## src/rtl/jtframe_prog_pkg.sv

```systemverilog
// Shared types for the ROM download path: FIFO entry layout, loader FSM states
// and SDRAM byte-lane masks.
package jtframe_prog_pkg;

  typedef struct packed {
    logic [1:0]  ba;
    logic [21:0] addr;
    logic [1:0]  mask;
    logic [7:0]  data;
  } prog_entry_t;

  typedef enum logic [1:0] {
    IDLE  = 2'd0,
    LOAD  = 2'd1,
    DRAIN = 2'd2,
    DONE  = 2'd3
  } state_t;

  localparam logic [1:0] MASK_LO = 2'b10;
  localparam logic [1:0] MASK_HI = 2'b01;

endpackage

```

## src/rtl/jtframe_prog_fifo.sv

```systemverilog
// Small synchronous FIFO with a combinational head. A push while full is only
// accepted together with a pop in the same cycle.
module jtframe_prog_fifo #(
  parameter int W  = 34,
  parameter int AW = 2
) (
  input  logic          clk,
  input  logic          rst,
  input  logic          push,
  input  logic          pop,
  input  logic [W-1:0]  din,
  output logic [W-1:0]  head,
  output logic          full,
  output logic          empty,
  output logic [AW:0]   count
);

  localparam int DEPTH = 1 << AW;

  logic [W-1:0]  mem [DEPTH];
  logic [AW-1:0] wr_ptr;
  logic [AW-1:0] rd_ptr;
  logic          do_push;
  logic          do_pop;

  assign empty   = (count == '0);
  assign full    = (count == (AW+1)'(DEPTH));
  assign do_pop  = pop & ~empty;
  assign do_push = push & (~full | do_pop);
  assign head    = mem[rd_ptr];

  always_ff @(posedge clk) begin
    if (do_push) mem[wr_ptr] <= din;
  end

  always_ff @(posedge clk) begin
    if (rst) begin
      wr_ptr <= '0;
      rd_ptr <= '0;
      count  <= '0;
    end else begin
      if (do_push) wr_ptr <= wr_ptr + 1'b1;
      if (do_pop)  rd_ptr <= rd_ptr + 1'b1;
      case ({do_push, do_pop})
        2'b10:   count <= count + (AW+1)'(1);
        2'b01:   count <= count - (AW+1)'(1);
        default: count <= count;
      endcase
    end
  end

endmodule

```

## src/rtl/jtframe_prog_loader.sv

```systemverilog
// Converts the HPS byte download stream into SDRAM byte-lane writes, diverting
// the file header and holding dwnld_busy until the FIFO has fully drained.
module jtframe_prog_loader
  import jtframe_prog_pkg::*;
#(
  parameter int          HEADER    = 0,
  parameter logic [21:0] BA1_START = 22'h10_0000,
  parameter logic [21:0] BA2_START = 22'h20_0000,
  parameter logic [21:0] BA3_START = 22'h30_0000,
  parameter int          FIFO_AW   = 2
) (
  input  logic             clk_sys,
  input  logic             rst,
  input  logic             downloading,
  input  logic [21:0]      ioctl_addr,
  input  logic [7:0]       ioctl_data,
  input  logic             ioctl_wr,
  input  logic             prog_rdy,
  output logic [21:0]      prog_addr,
  output logic [1:0]       prog_ba,
  output logic [7:0]       prog_data,
  output logic [1:0]       prog_mask,
  output logic             prog_we,
  output logic [7:0]       header_addr,
  output logic [7:0]       header_data,
  output logic             header_wr,
  output logic             dwnld_busy,
  output logic             dwnld_done,
  output logic             overflow,
  output state_t           state,
  output logic [FIFO_AW:0] fifo_count
);

  localparam logic [22:0] HDR_LEN = 23'(HEADER);

  // Handshake: prog_* is valid while prog_we is high and holds until a cycle in
  // which prog_rdy is high; that cycle is the transfer and pops the FIFO head.

  state_t      state_nx;
  logic        dl_q;
  logic        dl_rise;
  logic        dl_fall;
  logic        in_load;
  logic        hdr_hit;
  logic        pay_hit;
  logic        push;
  logic        pop;
  logic        drop;
  logic        full;
  logic        empty;
  logic        drained;
  logic [21:0] offset;
  logic [21:0] base;
  logic [21:0] rel;
  prog_entry_t entry;
  prog_entry_t head;

  assign dl_rise = downloading & ~dl_q;
  assign dl_fall = ~downloading & dl_q;
  assign in_load = (state == LOAD);
  assign hdr_hit = in_load & ioctl_wr & ({1'b0, ioctl_addr} < HDR_LEN);
  assign pay_hit = in_load & ioctl_wr & ~hdr_hit;

  // Region mapping: banks 1..3 are addressed relative to their own start offset.
  always_comb begin
    offset = ioctl_addr - HDR_LEN[21:0];
    entry  = '0;
    base   = '0;
    if (offset >= BA3_START) begin
      entry.ba = 2'd3;
      base     = BA3_START;
    end else if (offset >= BA2_START) begin
      entry.ba = 2'd2;
      base     = BA2_START;
    end else if (offset >= BA1_START) begin
      entry.ba = 2'd1;
      base     = BA1_START;
    end
    rel        = offset - base;
    entry.addr = {1'b0, rel[21:1]};
    entry.mask = offset[0] ? MASK_HI : MASK_LO;
    entry.data = ioctl_data;
  end

  assign pop  = prog_we & prog_rdy;
  assign push = pay_hit & (~full | pop);
  assign drop = pay_hit & full & ~pop;

  jtframe_prog_fifo #(
    .W  ($bits(prog_entry_t)),
    .AW (FIFO_AW)
  ) u_fifo (
    .clk   (clk_sys),
    .rst   (rst),
    .push  (push),
    .pop   (pop),
    .din   (entry),
    .head  (head),
    .full  (full),
    .empty (empty),
    .count (fifo_count)
  );

  assign prog_we   = ~empty;
  assign prog_ba   = empty ? 2'd0  : head.ba;
  assign prog_addr = empty ? 22'd0 : head.addr;
  assign prog_mask = empty ? 2'd0  : head.mask;
  assign prog_data = empty ? 8'd0  : head.data;

  // Looking through the pop lets dwnld_done follow the final pop by one cycle.
  assign drained = empty | (pop & (fifo_count == (FIFO_AW+1)'(1)));

  always_comb begin
    state_nx = state;
    case (state)
      IDLE:    if (dl_rise) state_nx = LOAD;
      LOAD:    if (dl_fall) state_nx = DRAIN;
      DRAIN: begin
        if (dl_rise)      state_nx = LOAD;
        else if (drained) state_nx = DONE;
      end
      DONE:    state_nx = IDLE;
      default: state_nx = IDLE;
    endcase
  end

  assign dwnld_busy = (state == LOAD) | (state == DRAIN);
  assign dwnld_done = (state == DONE);

  always_ff @(posedge clk_sys) begin
    if (rst) begin
      state       <= IDLE;
      dl_q        <= 1'b0;
      overflow    <= 1'b0;
      header_wr   <= 1'b0;
      header_addr <= '0;
      header_data <= '0;
    end else begin
      state     <= state_nx;
      dl_q      <= downloading;
      header_wr <= hdr_hit;
      if (hdr_hit) begin
        header_addr <= ioctl_addr[7:0];
        header_data <= ioctl_data;
      end
      if (state == IDLE && dl_rise) overflow <= 1'b0;
      else if (drop)                overflow <= 1'b1;
    end
  end

endmodule

```

## config.mk

```make
export PLATFORM = sky130hd
export DESIGN_NAME = jtframe_prog_loader
export DESIGN_NICKNAME = d
export VERILOG_FILES = /design/src/rtl/jtframe_prog_pkg.sv /design/src/rtl/jtframe_prog_fifo.sv /design/src/rtl/jtframe_prog_loader.sv
export SDC_FILE = /design/constraint.sdc
export NUM_CORES = 1
export LEC_CHECK = 0
export ABC_AREA = 1
export CELL_PAD_IN_SITES_DETAIL_PLACEMENT = 0
export CELL_PAD_IN_SITES_GLOBAL_PLACEMENT = 2
export CORE_ASPECT_RATIO = 0.6
export CORE_UTILIZATION = 38
export DETAILED_ROUTE_END_ITERATION = 8
export PLACE_DENSITY = 0.82
export RECOVER_POWER = 100
export REMOVE_ABC_BUFFERS = 1
export SETUP_SLACK_MARGIN = 0.1
export SLEW_MARGIN = 20
export SYNTH_ARGS = -nofsm -noshare
export SYNTH_HDL_FRONTEND = slang
export SYNTH_SLANG_ARGS = --single-unit
```

## constraint.sdc

```tcl
create_clock -name clk_sys -period 5.58 [get_ports clk_sys]
set_input_delay 1.674 -clock clk_sys [delete_from_list [all_inputs] [get_ports clk_sys]]
set_output_delay 1.674 -clock clk_sys [all_outputs]
set_load 0.01 [all_outputs]
```

After elaboration in Yosys (flattened, before gate mapping)

Memory sizes are Yosys's and may differ from the RTL's. A register that Yosys moved wholly into a read port is not among the register bits.
Index checks and enable logic that the tools add are counted.

Add/sub/neg operators: 5
Magnitude comparators: 3
Bitwise gates (word level): 19
Muxes and demuxes: 21
Equal/unequal tests: 10
Reductions and logical operators: 6

Operator list:

| kind                                                                    | count |
|---|---|
| 22-bit 2-to-1 mux                                                       | 3 |
| 22-bit >= comparator, second input constant                             | 2 |
| 22-bit by 21-bit >= comparator with 1-bit output, second input constant | 1 |
| 2-bit 2-to-1 mux                                                        | 11 |
| 22-bit subtractor                                                       | 1 |
| 21-bit 2-to-1 mux                                                       | 1 |
| 1-bit bitwise AND                                                       | 10 |
| 8-bit 2-to-1 mux                                                        | 1 |
| 2-bit case mux with 4 select lines                                      | 1 |
| 2-bit equality test, second input constant                              | 3 |
| 3-bit case mux with 2 select lines                                      | 1 |
| 1-bit inverter                                                          | 5 |
| 2-bit by 1-bit adder with 2-bit output, second input constant           | 2 |
| 2-bit by 1-bit equality test with 1-bit output, second input constant   | 2 |
| 2-bit != test, second input constant                                    | 2 |
| 1-bit OR                                                                | 4 |
| 3-bit by 1-bit adder with 3-bit output, second input constant           | 1 |
| 3-bit by 1-bit equality test with 1-bit output, second input constant   | 1 |
| 3-bit equality test, second input constant                              | 1 |
| 3-bit logical NOT                                                       | 1 |
| 1-bit 2-to-1 mux                                                        | 3 |
| 3-bit != test, second input constant                                    | 1 |
| 3-bit AND reduction                                                     | 1 |
| 3-bit by 1-bit subtractor with 3-bit output, second input constant      | 1 |
| other kinds (4)                                                         | 4 |

Register bits: 11
Memory bits (writable): 132
Input port bits: 35
Output and inout bits: 60
Word-level logic and storage cells: 71
Memories kept: 1

Memories:

| name       | depth | bits a word | read ports | clocked after Yosys merged registers in | wr ports | RTL line                | source |
|---|---|---|---|---|---|---|---|
| u_fifo.mem | 4     | 33          | 1          | 1                                       | 1        | jtframe_prog_fifo.sv:20 | `logic [W-1:0] mem [DEPTH];` |

Logic depth before layout (Yosys ltp)

Gate-level depths: netlist of run 1.

Depth in word-level cells: 8
Mapped depth: 10
Gate-level depth less buffers: 10

Cells and area by module

Synthesis of run 1 repeated with hierarchy kept, for this count alone.

Cell total of the unflattened synthesis: 536
Area, all modules: 6276.0 µm²

By module, submodules not included:

| module              | times used | cells each | seq. area each (µm²) | area an instance (µm²) |
|---|---|---|---|---|
| jtframe_prog_fifo   | 1          | 393        | 4264.1               | 5500.3 |
| jtframe_prog_loader | 1          | 143        | 80.1                 | 775.7 |

Worst setup path before layout of run 1

Ideal clock, no wire load.

Path kind: input -> register
From: input prog_rdy
To: memory u_fifo.mem[0][0] (netlist bit), enable pin
Arrival: 3.430 ns
Data required time: 5.157 ns
Setup time: 0.423 ns
Stages: 4
Buffers on the path: 0
Slack: 1.727 ns
Path through: inv_1 -> nand3_1 -> nand3_1 -> nor2_1

Word-level cells in the longest chain between the ends: 6
Elaborated cells on any way between the ends: 8
Those cells by class: mux (2); bitwise (6)

RTL lines:

| what                                          | RTL line                                           | source |
|---|---|---|
| from (decl)                                   | jtframe_prog_loader.sv:18                          | `input logic prog_rdy,` |
| 1-bit bitwise AND *                           | jtframe_prog_loader.sv:85                          | `assign pop = prog_we & prog_rdy;` |
| 1-bit OR or 1-bit bitwise AND (tied branches) | jtframe_prog_loader.sv:86, jtframe_prog_fifo.sv:28 |  |
| 1-bit bitwise AND or 1-bit OR (tied branches) | jtframe_prog_loader.sv:86, jtframe_prog_fifo.sv:29 |  |
| 1-bit bitwise AND *                           | jtframe_prog_fifo.sv:29                            | `assign do_push = push & (~full \| do_pop);` |
| 1-bit 2-to-1 mux *                            | jtframe_prog_fifo.sv:33                            | `if (do_push) mem[wr_ptr] <= din;` |
| 1-bit 2-to-1 mux (implied by the code) *      | jtframe_prog_fifo.sv:33                            |  |
| to (decl)                                     | jtframe_prog_fifo.sv:20                            |  |

Mark *: on every way between the ends. The rest lies on a longest branch, timed or not.

Worst setup path after layout of run 1

From: input prog_rdy
To: memory u_fifo.mem[2][20] (netlist bit), enable pin

Same word-level chain as after synthesis.

==> results of run 1 <==
[area by class of cell]
cell class / count / area share
clock inverter: 14 / 0.0189
clock buffer: 17 / 0.0568
timing repair buffer: 81 / 0.114
sequential: 145 / 0.564
multi-input combinational: 314 / 0.198
inverter: 28 / 0.0142
tap: 203 / 0.0339
[cells by family (layout without fill, tap and decap cells)]
logic type | after synthesis | count (layout) | share of synthesized area
XOR/XNOR | 2 | 2 | 0.00291
AND/OR/NAND/NOR | 160 | 160 | 0.101
other | 1 | 18 | 0.000622
flip-flops | 145 | 145 | 0.701
adder cells (fa/ha/maj) | 15 | 15 | 0.0311
AO/OA/AOI/OAI | 119 | 119 | 0.0992
buffers and inverters | 73 | 140 | 0.0639
[synth_stat cells, drive strengths merged]
| master | n |
|---|---|
| conb | 1 |
| o211ai | 1 |
| nor2 | 143 |
| inv | 28 |
| nand2 | 11 |
| clkbuf | 15 |
| edfxtp | 132 |
| dfxtp | 13 |
| o21ai | 74 |
| xor2 | 2 |
| ha | 15 |
| buf | 30 |
| nand3 | 6 |
| a21oi | 44 |
[per-stage QoR]
step           area, um^2  std cells  power (mW)  hold WS, ns  utilization
2_1_floorplan        5810        487        1.88        0.444            -
3_3_place_gp         6870        767        2.44        0.454        0.446
3_5_place_dp         6930        769        2.45        0.461        0.449
4_1_cts              7490        800        3.55        0.467        0.486
5_1_grt              7490        802        3.65        0.506        0.486
6_report             7490        802        3.46        0.472        0.486
[path summary, 6_finish.rpt]
path | start | end | slack [ns] | cells after the start
min reg2reg | u_fifo.rd_ptr[0]$_SDFFE_PP0P_ | register | 0.47 | 1
max reg2reg | u_fifo.count[0]$_SDFFE_PP0P_ | u_fifo.mem[2][20]$_DFFE_PP_ | 1.99 | 6
max | prog_rdy | u_fifo.mem[2][20]$_DFFE_PP_ | 0.90 | 6
min | u_fifo.rd_ptr[0]$_SDFFE_PP0P_ | register | 0.47 | 1
[layer usage]
layer / vias up / part of all wire / track usage
met5: - / 0 / 0
met2: 120 / 0.43 / 0.254
met1: 1831 / 0.50 / 0.249
met4: 0 / 0.0041 / 0.0522
li1: 1888 / - / -
met3: 6 / 0.061 / 0.0375
[state kept, by name, summed over array words and instances (netlist names), named ones only]
name,count
u_fifo.count,3
u_fifo.mem,132
u_fifo.wr_ptr,2
state,2
dl_q,1
u_fifo.rd_ptr,2
overflow,1
[where the power goes]
part / leakage [nW] / switching (mW) / internal [mW]
Sequential: 1.30 / 0.0469 / 1.28
Combinational: 1.18 / 0.625 / 0.409
Clock: 0.264 / 0.443 / 0.653
Total: 2.74 / 1.12 / 2.34
==> results.cfg, run 1 <==
[critical_path]
arrival_ns = 4.69
critPathMaxStageDelay_ns = 1.13
critPathKind = input pin to register
worst_path_max_delay_cell = clkbuf_1
crit_path_max_fanout = 23
end_kind = register
worstPathRequired_ns = 5.59
cp_common_cell = nand3_1
startpoint_type = input pin
path_buf_inv = 3
crit_path_cell_trace = dlygate4sd3_1, inv_1, nand3_1, nand3_1, nor2_1, clkbuf_1
critical-path-top-delay-family = buffers and inverters

[logic_synthesis]
ys_seq_elements = 145
synth_top_area_frac = 0.658
syn-cell-area_mm2 = 0.00603
ys_top_cells_by_area = edfxtp_1 (66%), nor2_1 (8.8%), dfxtp_1 (4.3%)
avgSynthCellArea_um2 = 11.7
yosysTopAreaCell = edfxtp_1
synth_cell_type_count = 20
synthCells = 515
synth_seq_area_share = 0.701
ys_warn_count = 0

[clock_network]
ctsHoldBuffers = 0
tritoncts = done
cts_buffers = 17
cts_max_level = 4
cts_buffer_depth = 2
root_buffer = clkbuf_16
postCtsSetupBuffers = 0
cts.reportedPaths.clkPinSlew_ns = 0.06
clock_latency_ns = 0.41
post_cts_resized = 0
clock_sinks = 145

[timing]
slew_headroom = -0.399
setup_tns_ns = 0
fmax_mhz = 214
finalCritPeriodShare = 0.839
rsz0062_at_grt = false
tightest_slew_ns = 2.09
final-max-slew-violation-count = 53
setup_slack_ns = 0.897
period_needed_ns = 4.68
finalHoldViolations = 0
finalSetupViolations = 0
clock_skew_ns = 0.0117

[final_layout]
multiInputGateArea_mm2 = 0.00149
diodes = 0
post_route_cells_drive_above_1_share = 0.0618
final-seq-area_mm2 = 0.00423
nNetsFinal = 637
area_delta_synth_final_pct = 24.4
final_cell_mix = nor2_1 (142), edfxtp_1 (132), dlygate4sd3_1 (72)
nFillCells = 1369
final_common_cell = nor2_1

[die]
rows = 35
die_area_mm2 = 0.0164
die_w_um = 165
initial_core_util = 0.391
fp.dieH_um = 99.6
ios = 95
core_mm2 = 0.0154

[route]
wl_per_cell_um = 16.4
drc = 0
vias = 3845
wirelength_um = 13100
viasPerCell = 4.79
drtPass1Iterations = 4
drt_iter0_drc = 262
ant_nets = 0

[run]
cap_violations = 3

[placement]
gp_congestion = 0.749
post-place-ws_ns = 1.33
portBuffers = 76
hpwl_um = 7510

[grt]
grt_pass1_vias = 3803
grt_max_degree = 67
overflow = 0
grt_pass1_wl_um = 20700
track_usage = 0.171
antenna_found_initial = 0

[pwr]
power_density_mw_per_mm2 = 462
leakage_nw = 2.74
max-vdd-ir-drop_mv = 0.178

[outcome]
violations = max-capacitance violations, max-slew violations
status = finished with violations

[worst_hold_path]
min-delay-path-class = register to register
No activity file was read; power rests on OpenSTA's default activity.
==> run 2, diff against run 1 <==
- CORE_UTILIZATION: 38 -> 35
- PLACE_DENSITY: 0.82 -> 0.77
- clock period: 5.58 -> 4.5 ns (I/O delays scaled with it)
==> results.cfg, run 2 (synthesis gave the netlist of run 1 again) <==
[die]
die_area_mm2 = 0.0178
core_mm2 = 0.0165
initial_core_util = 0.365
ios = 95
fp.dieH_um = 104
rows = 36
die_w_um = 171

[timing]
finalSetupViolations = 0
final-max-slew-violation-count = 20
clock_skew_ns = 0.0111
period_needed_ns = 4.10
setup_tns_ns = 0
tightest_slew_ns = 1.75
slew_headroom = -0.174
finalCritPeriodShare = 0.911
finalHoldViolations = 0
rsz0062_at_grt = false
fmax_mhz = 244

[placement]
portBuffers = 76
hpwl_um = 7920
gp_congestion = 0.751

[route]
wirelength_um = 13200
ant_nets = 0
drt_iter0_drc = 332
vias = 3804
viasPerCell = 4.57
drc = 0
drtPass1Iterations = 4
wl_per_cell_um = 15.9

[final_layout]
largest_register_ffs = 132
final_common_cell = nor2_1
utilization = 0.457
post_route_cells_drive_above_1_share = 0.0744
final_cell_mix = nor2_1 (139), edfxtp_1 (132), dlygate4sd3_1 (71)
reg_top3 = u_fifo.mem (132), u_fifo.count (3)
nNetsFinal = 642
largest-register = u_fifo.mem
diodes = 0
nFillCells = 1537
area_delta_synth_final_pct = 25.3

[outcome]
violations = max-capacitance violations, max-slew violations
status = finished with violations

[grt]
antenna_found_initial = 0
track_usage = 0.158
grt_pass1_vias = 3728
grt_pass1_wl_um = 20800
grt_max_degree = 67
overflow = 0

[clock_network]
cts_max_level = 4
cts.reportedPaths.clkPinSlew_ns = 0.06
cts_buffers = 17
cts_buffer_depth = 2
clock_sinks = 145
tritoncts = done
clock_latency_ns = 0.41
root_buffer = clkbuf_16
ctsHoldBuffers = 0

[pwr]
max-vdd-ir-drop_mv = 0.266
power_density_mw_per_mm2 = 580
leakage_nw = 2.76

[critical_path]
arrival_ns = 2.75
startpoint_type = register
end_kind = output port
crit_path_max_fanout = 49
critPathKind = register to output port
worstPathRequired_ns = 3.15

[worst_hold_path]
min-delay-path-class = register to register

[run]
cap_violations = 1
[run 2: cell types whose count changed in the layout (fill, tap and decap cells not counted), moves of 3 or more]
cell / delta
buf_16: -3
nor2_4: +3
clkbuf_1: +3
clkbuf_2: +3
nor2_1: -3
[run 2: what timing repair did]
| item | CTS | global route |
|---|---|---|
| gates resized for setup | 0 | 1 |
| endpoints found under the setup margin | 0 | 14 |
| setup buffers | 0 | 0 |
[run 2: critical path, stage by stage (launching register included)]
cell and delay (ns):
dfxtp_2 0.32, inv_2 0.61, buf_4 0.36, o21ai_0 0.12
a21oi_1 0.26, dlygate4sd3_1 0.64
[run 2: per-layer routing]
layer / vias up / track usage / wire length, um
met1: 1798 / 0.239 / 6760
met2: 107 / 0.222 / 5690
met5: - / 0 / 0
met3: 4 / 0.0382 / 733
li1: 1895 / - / -
met4: 0 / 0.0440 / 66
[run 2: path summary, 6_finish.rpt]
check | depth (start not counted) | endpoint | startpoint | slack [ns]
worst max-delay path | 5 | prog_addr[2] | register | 0.40
worst min-delay path | 1 | register | u_fifo.rd_ptr[0]$_SDFFE_PP0P_ | 0.48
worst max register to register | 6 | u_fifo.mem[2][15]$_DFFE_PP_ | u_fifo.count[0]$_SDFFE_PP0P_ | 1.20
worst min register to register | 1 | register | u_fifo.rd_ptr[0]$_SDFFE_PP0P_ | 0.48
[run 2: final cells by class]
cell class	instances	area, um^2	share of cell area
inverter	28	105	0.0139
clock inverter	14	178	0.0235
clock buffer	18	429	0.0568
timing repair buffer	86	817	0.108
sequential	145	4230	0.560
multi-input combinational	314	1510	0.200
tap	228	285	0.0378
[run 2: where the power goes]
| group | switching [mW] | internal [mW] | leakage [nW] |
|---|---|---|---|
| Clock | 0.559 | 0.880 | 0.286 |
| Sequential | 0.0583 | 1.59 | 1.30 |
| Combinational | 0.779 | 0.514 | 1.17 |
[run 2: metrics by stage]
step                      cells  setup slack [ns]  power (mW)  cell area [um^2]  hold WS [ns]
after floorplan             487             0.710        2.33              5810         0.444
after detailed placement    801             0.583        3.07              6970         0.467
after global routing        833             0.188        4.64              7550         0.513
after global placement      801             0.292        3.07              6970         0.455
final                       833             0.398        4.38              7550         0.479
after CTS                   833             0.122        4.52              7580         0.478
==> run 3, diff against run 2 <==
- CORE_MARGIN: default -> 5
- clock period: 4.5 -> 3.99 ns (I/O delays scaled with it)
==> results.cfg, run 3 (synthesis gave the netlist of run 1 again) <==
[timing]
tightest_slew_ns = 1.30
final-max-slew-violation-count = 0
fmax_mhz = 268
setup_tns_ns = 0
finalHoldViolations = 0
rsz0062_at_grt = false
finalCritPeriodShare = 0.935
slew_headroom = 0.132
period_needed_ns = 3.73
finalSetupViolations = 0
clock_skew_ns = 0.0107

[grt]
grt_pass1_wl_um = 22100
track_usage = 0.141
overflow = 0
antenna_found_initial = 0
grt_max_degree = 47
grt_pass1_vias = 3901

[die]
initial_core_util = 0.354
rows = 37
die_area_mm2 = 0.0200
fp.dieH_um = 112
ios = 95
core_mm2 = 0.0170
die_w_um = 179

[critical_path]
crit_path_cell_trace = inv_1, ha_1, inv_1, nor2_4, a21oi_1, dlygate4sd3_1
ff2ff_setup_slack_ns = 0.99
worst_path_max_delay_cell = dlygate4sd3_1
worstPathRequired_ns = 2.79
rr_endpoint = u_fifo.mem[1][31]$_DFFE_PP_
startpoint = u_fifo.count[1]$_SDFFE_PP0P_
end_kind = output port
reg2regPathDepth = 6
arrival_ns = 2.53
critPathKind = register to output port
crit_path_max_fanout = 18
r2r-start = u_fifo.count[0]$_SDFFE_PP0P_
critPathMaxStageDelay_ns = 0.66
startpoint_type = register
cp_common_cell = inv_1

[pwr]
finalPower_mw = 4.82
max-vdd-ir-drop_mv = 0.267
leakage_nw = 2.76
power_density_mw_per_mm2 = 639

[route]
drtPass1Iterations = 4
ant_nets = 0
viasPerCell = 4.67
drt_iter0_drc = 212
wl_per_cell_um = 16.9
vias = 3922
drc = 0
wirelength_um = 14200

[clock_network]
postCtsSetupBuffers = 0
clock_latency_ns = 0.42
tritoncts = done
cts_buffers = 17
root_buffer = clkbuf_16
cts_buffer_depth = 2
cts_max_level = 4
clock_sinks = 145
cts.reportedPaths.clkPinSlew_ns = 0.07

[final_layout]
final-seq-area_mm2 = 0.00423
area_delta_synth_final_pct = 25.2
multiInputGateArea_mm2 = 0.00152
reg_top3 = u_fifo.mem (132), u_fifo.count (3)
post_route_cells_drive_above_1_share = 0.0792
nFillCells = 1616
diodes = 0
nNetsFinal = 643
largest-register = u_fifo.mem
largest_register_ffs = 132
final_cell_mix = nor2_1 (139), edfxtp_1 (132), dlygate4sd3_1 (72)
final_common_cell = nor2_1

[run]
cap_violations = 0

[placement]
hpwl_um = 8590
portBuffers = 76
gp_congestion = 0.740

[worst_hold_path]
min-delay-path-class = register to register
hold_depth = 1
min_from = u_fifo.rd_ptr[0]$_SDFFE_PP0P_

[outcome]
status = complete, no violations
## run 3: cell count changes in the layout (fill, tap and decap cells not counted), sizes merged, moves of 3 or more
cell / previous run / this run
buf: 3 / 7
clkbuf: 25 / 20
inv: 32 / 35
bufinv: 3 / 0
## run 3: where the power goes
part,total (mW),internal (mW),switching (mW),leakage [nW]
combinational,1.51,0.580,0.926,1.20
clock,1.47,0.811,0.656,0.263
sequential,1.85,1.79,0.0569,1.30
total,4.82,3.18,1.64,2.76
## run 3: layer usage
metal / share of wire / global-route usage / vias to the layer above / wire (um)
li1: - / - / 1899 / -
met1: 0.51 / 0.214 / 1880 / 7190
met3: 0.059 / 0.0340 / 15 / 836
met5: 0 / 0 / - / 0
met4: 0.012 / 0.0457 / 0 / 166
met2: 0.42 / 0.198 / 128 / 6000
## run 3: how the worst max path moves through the flow
stage / end / slack (ns)
CTS: prog_addr[12] / 0.10
detailed placement: prog_addr[12] / 0.56
floorplan: prog_addr[0] / 0.35
finish: prog_addr[11] / 0.26
global placement: u_fifo.mem[1][18]$_DFFE_PP_ / 0.60
global route: prog_ba[1] / 0.12
## run 3: layout make-up
cell class / instances / area share
Clock buffer: 17 / 0.0564
Sequential cell: 145 / 0.560
Multi-Input combinational cell: 315 / 0.201
Inverter: 28 / 0.0139
Tap cell: 234 / 0.0388
Timing Repair Buffer: 86 / 0.113
Clock inverter: 15 / 0.0164
## run 3: worst max-delay path: cells and delay by family (launching register included)
family | cells | cell delay, ns
simple gates | 1 | 0.53
fa+ha+maj | 1 | 0.20
buf+inv | 3 | 0.91
flops | 1 | 0.32
compound gates | 1 | 0.15
## run 3: through the flow
stage	instances	hold WS, ns	setup slack (ns)	util	instance area, um^2
2_1_floorplan	487	0.444	0.353	-	5810
3_3_place_gp	807	0.454	0.595	0.411	7000
3_5_place_dp	807	0.461	0.555	0.411	7000
4_1_cts	839	0.472	0.104	0.443	7550
5_1_grt	840	0.504	0.119	0.443	7550
6_report	840	0.470	0.259	0.443	7550
## run 3: repair_timing
item | 4_1_cts | 5_1_grt
hold endpoints to repair | 0 | 0
hold buffers | 0 | 0
endpoints found under the setup margin | 0 | 34
gates resized for setup | 0 | 1
